[src/rtl/blink_seq.sv]
// LED blink sequencer: accepts (count, on, off) commands and plays count on/off blinks in prescaled ticks.
// Optional abort_i input is enabled with `define BLINK_SEQ_ABORT_EN.
module blink_seq #(
  parameter int PRESCALE = 125000,
  parameter int TWIDTH   = 8,
  parameter int NWIDTH   = 4
) (
  input  logic              clk_i,
  input  logic              rst_i,
  input  logic              cmd_valid_i,
  output logic              cmd_ready_o,
  input  logic [NWIDTH-1:0] cmd_count_i,
  input  logic [TWIDTH-1:0] cmd_on_i,
  input  logic [TWIDTH-1:0] cmd_off_i,
`ifdef BLINK_SEQ_ABORT_EN
  input  logic              abort_i,
`endif
  output logic              led_o,
  output logic              busy_o,
  output logic              done_o
);

  localparam int PW  = $clog2(PRESCALE);
  localparam int TW1 = TWIDTH + 1;

  typedef enum logic [1:0] {
    IDLE = 2'd0,
    ON   = 2'd1,
    OFF  = 2'd2
  } state_t;

  state_t            state_q, state_d;
  logic [PW-1:0]     presc_q, presc_d;
  logic [TW1-1:0]    tick_q, tick_d;
  logic [NWIDTH-1:0] count_q, count_d;
  logic [TWIDTH-1:0] on_q, on_d;
  logic [TWIDTH-1:0] off_q, off_d;
  logic              led_q, led_d;
  logic              busy_q, busy_d;
  logic              done_q, done_d;
  logic              ready_q, ready_d;

  logic              abort;
  logic              presc_wrap;
  logic [TW1-1:0]    tick_inc;
  logic [NWIDTH-1:0] count_dec;

`ifdef BLINK_SEQ_ABORT_EN
  assign abort = abort_i;
`else
  assign abort = 1'b0;
`endif

  assign presc_wrap = (presc_q == PW'(PRESCALE - 1));
  assign tick_inc   = tick_q + TW1'(1);
  assign count_dec  = count_q - NWIDTH'(1);

  // Zero-length phases are stored as one tick, so the phase compare never sees 0.
  always_comb begin
    state_d = state_q;
    presc_d = presc_q;
    tick_d  = tick_q;
    count_d = count_q;
    on_d    = on_q;
    off_d   = off_q;
    done_d  = 1'b0;

    unique case (state_q)
      IDLE: begin
        if (cmd_valid_i && ready_q) begin
          on_d    = (cmd_on_i  == '0) ? TWIDTH'(1) : cmd_on_i;
          off_d   = (cmd_off_i == '0) ? TWIDTH'(1) : cmd_off_i;
          count_d = cmd_count_i;
          presc_d = '0;
          tick_d  = '0;
          if (cmd_count_i != '0) begin
            state_d = ON;
          end else begin
            done_d = 1'b1;
          end
        end
      end
      ON: begin
        if (abort) begin
          state_d = IDLE;
          presc_d = '0;
          tick_d  = '0;
          count_d = '0;
        end else begin
          presc_d = presc_wrap ? '0 : presc_q + PW'(1);
          if (presc_wrap) begin
            if (tick_inc == {1'b0, on_q}) begin
              tick_d  = '0;
              state_d = OFF;
            end else begin
              tick_d = tick_inc;
            end
          end
        end
      end
      OFF: begin
        if (abort) begin
          state_d = IDLE;
          presc_d = '0;
          tick_d  = '0;
          count_d = '0;
        end else begin
          presc_d = presc_wrap ? '0 : presc_q + PW'(1);
          if (presc_wrap) begin
            if (tick_inc == {1'b0, off_q}) begin
              tick_d  = '0;
              count_d = count_dec;
              if (count_dec != '0) begin
                state_d = ON;
              end else begin
                state_d = IDLE;
                presc_d = '0;
                done_d  = 1'b1;
              end
            end else begin
              tick_d = tick_inc;
            end
          end
        end
      end
      default: begin
        state_d = IDLE;
        presc_d = '0;
        tick_d  = '0;
        count_d = '0;
      end
    endcase

    led_d   = (state_d == ON);
    busy_d  = (state_d != IDLE);
    ready_d = (state_d == IDLE);
  end

  always_ff @(posedge clk_i or posedge rst_i) begin
    if (rst_i) begin
      state_q <= IDLE;
      presc_q <= '0;
      tick_q  <= '0;
      count_q <= '0;
      on_q    <= '0;
      off_q   <= '0;
      led_q   <= 1'b0;
      busy_q  <= 1'b0;
      done_q  <= 1'b0;
      ready_q <= 1'b1;
    end else begin
      state_q <= state_d;
      presc_q <= presc_d;
      tick_q  <= tick_d;
      count_q <= count_d;
      on_q    <= on_d;
      off_q   <= off_d;
      led_q   <= led_d;
      busy_q  <= busy_d;
      done_q  <= done_d;
      ready_q <= ready_d;
    end
  end

  assign cmd_ready_o = ready_q;
  assign led_o       = led_q;
  assign busy_o      = busy_q;
  assign done_o      = done_q;

endmodule

[config.mk]
export PLATFORM = sky130hd
export DESIGN_NAME = blink_seq
export DESIGN_NICKNAME = d
export VERILOG_FILES = /design/src/rtl/blink_seq.sv
export SDC_FILE = /design/constraint.sdc
export NUM_CORES = 1
export LEC_CHECK = 0
export BUFFER_PORTS_ARGS = -buffer_cell sky130_fd_sc_hd__buf_2
export CORE_ASPECT_RATIO = 1.5
export CORE_UTILIZATION = 35
export DETAILED_ROUTE_END_ITERATION = 10
export SYNTH_ARGS = -nofsm -noshare
export SYNTH_HDL_FRONTEND = slang
export SYNTH_SLANG_ARGS = --single-unit
[constraint.sdc]
create_clock -name clk_i -period 5 [get_ports clk_i]
set_clock_uncertainty 0.15 [all_clocks]
set_input_delay 0.75 -clock clk_i [delete_from_list [all_inputs] [get_ports clk_i]]
set_output_delay 0.75 -clock clk_i [all_outputs]
set_load 0.005 [all_outputs]
==> run summary <==
STATUS
----------------------------------------------------------------------------------
Status .............................................................. complete, no violations

CLOCK NETWORK
----------------------------------------------------------------------------------
Total clock sinks ...................................................           52
Resized Gates After CTS .............................................            0
CTS tree ............................................................         done
Root Buffer .........................................................    clkbuf_16
Clock latency on the worst-skew pair ................................      0.29 ns
H-tree Lvls .........................................................            2
Clock buffer count from CTS .........................................            5
Hold buffers post-CTS ...............................................            0
Clock Pin Slew Worst Setup and Hold Paths ...........................      0.06 ns
Clock tree buffer depth .............................................            2
Post-CTS setup buffer count .........................................            0

FINAL LAYOUT
----------------------------------------------------------------------------------
Commonest non-fill, non-tap cells in the layout ..................... dfrtp_1, nand2_1, nor2_1
Antenna diode count .................................................            0
Final instance area .................................................     3510 µm²
Final-stage net count ...............................................          388
Growth of design area from synthesis to finish ......................        11.1%
Most common cell after layout, fill and taps aside ..................      dfrtp_1
Ratio of cells with drive above 1 in the final layout ...............        18.2%

PLACED DESIGN
----------------------------------------------------------------------------------
Placed inst area ....................................................     3360 µm²
Worst slack at placement ............................................      1.77 ns
Routability congestion estimate from global placement ...............        0.941
I/O Buffers .........................................................           26
Half-perimeter wire length after placement ..........................      5070 µm

GLOBAL ROUTING
----------------------------------------------------------------------------------
Initial antenna violation count .....................................            0
Via count of the first global-routing pass ..........................         2473
Global-route wire length before repair ..............................     11400 µm
GRT Resource Usage Total ............................................        15.6%
Pin count of the biggest net entering global routing ................           53
GR Overflow Total ...................................................            0

YOSYS
----------------------------------------------------------------------------------
Fraction of registers with async set or reset after synthesis .......         100%
Flip-flop and latch count after synthesis ...........................           52
Count of warnings emitted by yosys ..................................            0
Syn_nets ............................................................          367
Post-synthesis instance area ........................................     3160 µm²
Unique masters post-synth ...........................................           60
Number of enable flip-flop cells after synthesis ....................            0
Average footprint of a synthesized cell .............................     9.41 µm²
Dominant cells by area after synthesis .............................. dfrtp_1, mux2_2, xnor2_1
Sequential-to-total area share from yosys stat ......................        41.2%
Area share of the leading cell type in the synthesized netlist ......        40.4%
Leading register cell type out of synthesis .........................      dfrtp_1
Number of standard cells after synthesis ............................          336
Yosys top cell by area ..............................................      dfrtp_1

STA
----------------------------------------------------------------------------------
Period Utilization, post-route ......................................        65.3%
Final hold violation count ..........................................            0
Final critical-path setup slack .....................................      1.74 ns
Accumulated negative setup slack ....................................         0 ns
Fmax ................................................................      306 MHz
Slew at the pin closest to its max-slew limit .......................      1.15 ns
Final count of pins violating max slew ..............................            0
Final-report setup violation count ..................................            0
Unrepaired setup endpoints after global routing .....................           no
Shortest period the worst path allows ...............................      3.26 ns
Normalized max-slew margin ..........................................        23.0%
Final worst hold slack ..............................................     0.361 ns

DIE
----------------------------------------------------------------------------------
Overall die height ..................................................       118 µm
Core region area ....................................................     8780 µm²
Starting utilization of the core area ...............................        36.0%
I/O pin count .......................................................           27
Core Rows ...........................................................           42
Floorplan die area ..................................................     9420 µm²
Die X-Extent ........................................................      79.6 µm

SETUP PATH
----------------------------------------------------------------------------------
Data arrival at the endpoint of the critical path ...................      3.26 ns
Startpoint Class ....................................................    flip-flop
Worst setup path class ..............................................      reg2reg
Required arrival time at the worst endpoint .........................      5.00 ns
Largest fanout on the critical path .................................           10
Critical path capture point type ....................................    flip-flop

DRT
----------------------------------------------------------------------------------
Average detailed-routed wire length per instance ....................      14.4 µm
Iteration-0 DRC count of the detailed router ........................          119
Number of vias in the routed layout .................................         2538
Detail-routed via count per cell ....................................         5.42
Detailed-router iteration count before antenna repair ...............            6
Wire length reported by the detailed router .........................      6740 µm
Post-detailed-route DRC marker count ................................            0
Remaining number of nets flagged by the antenna check after routing .            0

POWER
----------------------------------------------------------------------------------
Worst IR Drop VDD ...................................................     0.137 mV
Overall power after layout ..........................................     0.787 mW
Power density of the placed cells ...................................   224 nW/µm²
Static leakage power ................................................      1.53 nW

JOB
----------------------------------------------------------------------------------
Max-Cap Viols .......................................................            0

MIN PATH
----------------------------------------------------------------------------------
Worst min-delay path class ..........................................      reg2reg

-- worst max-delay path: stages (launching register included) --
cell and delay (ns):
dfrtp_1 0.47, ha_1 0.37, and4_1 0.36, nand4_1 0.18, a2111oi_0 0.49, o2111a_1 0.31
a21oi_1 0.16, o21ai_1 0.46, o211ai_1 0.17
-- logic make-up (layout without fill, tap and decap cells) --
| family | after synthesis | count (layout) | synth area share, % |
|---|---|---|---|
| fa+ha+maj | 8 | 8 | 3.17 |
| mux | 16 | 16 | 5.66 |
| buf+inv | 26 | 48 | 3.80 |
| flops | 52 | 52 | 41.2 |
| compound gates | 70 | 70 | 15.9 |
| simple gates | 135 | 135 | 22.2 |
| xor+xnor | 29 | 29 | 8.04 |
-- layer usage --
layer  part of all wire (%)  vias to the layer above  wire, µm  track usage, %
li1                       -                     1251         -               -
met1                     41                     1217      2790            17.8
met2                     52                       53      3480            26.7
met3                    3.0                       17       202            2.63
met4                    4.0                        0       268            8.86
met5                      0                        -         0               0
-- stage by stage --
stage / std cells / util (%)
after floorplan: 336 / -
after global placement: 460 / 38.3
after detailed placement: 460 / 38.3
after CTS: 468 / 40.0
after global routing: 468 / 40.0
final: 468 / 40.0
-- layout make-up --
class                           instances  area, µm²
Fill cell                             875       5270
Multi-Input combinational cell        258       1740
Sequential cell                        52       1300
Clock buffer                            8        146
Timing Repair Buffer                   27        138
Tap cell                              110        138
Inverter                               13       48.8
-- synth_stat cells (2+ instances only) --
master	instances
a211oi_2	2
nor2_1	33
or4_4	2
xor2_1	12
a31oi_1	4
or2_2	2
buf_2	3
or3_1	5
nand3_1	11
nand2b_1	5
o21a_1	2
nor4_1	6
clkbuf_1	6
nand4_1	9
a21boi_0	3
nand2_1	35
dfrtp_1	51
o221ai_1	2
buf_4	3
o21ai_1	2
ha_1	8
o2bb2ai_1	2
o211ai_1	8
and3_1	4
o21ai_0	20
nor2b_1	2
a21oi_1	7
inv_1	13
mux2_2	15
nor3_1	10
nand3_2	2
xnor2_1	17
a32oi_1	3
-- sequential cells by signal, summed over array words and instances, names as in the netlist --
signal and count:
presc_q 17, state_q 2, tick_q 9, led_o 1, done_o 1, on_q 8, busy_o 1, off_q 8
count_q 4, cmd_ready_o 1
-- report_power, final --
group          switching (mW)  total (mW)  internal, mW
combinational          0.0132      0.0207       0.00751
clock                   0.145       0.345         0.200
sequential                  0       0.421         0.421
-- worst paths after layout --
path | from | to | slack (ns) | cells after the start
max | tick_q[0] | tick_q[3] | 1.74 | 8
min in group asynchronous | rst_i | presc_q[10] | 0.47 | 3
max in group asynchronous | rst_i | on_q[2] | 3.77 | 3
min | off_q[0] | off_q[0] | 0.36 | 2
min reg2reg | off_q[0] | off_q[0] | 0.36 | 2
max reg2reg | tick_q[0] | tick_q[3] | 1.74 | 8
(Power assumes the default switching activity.)
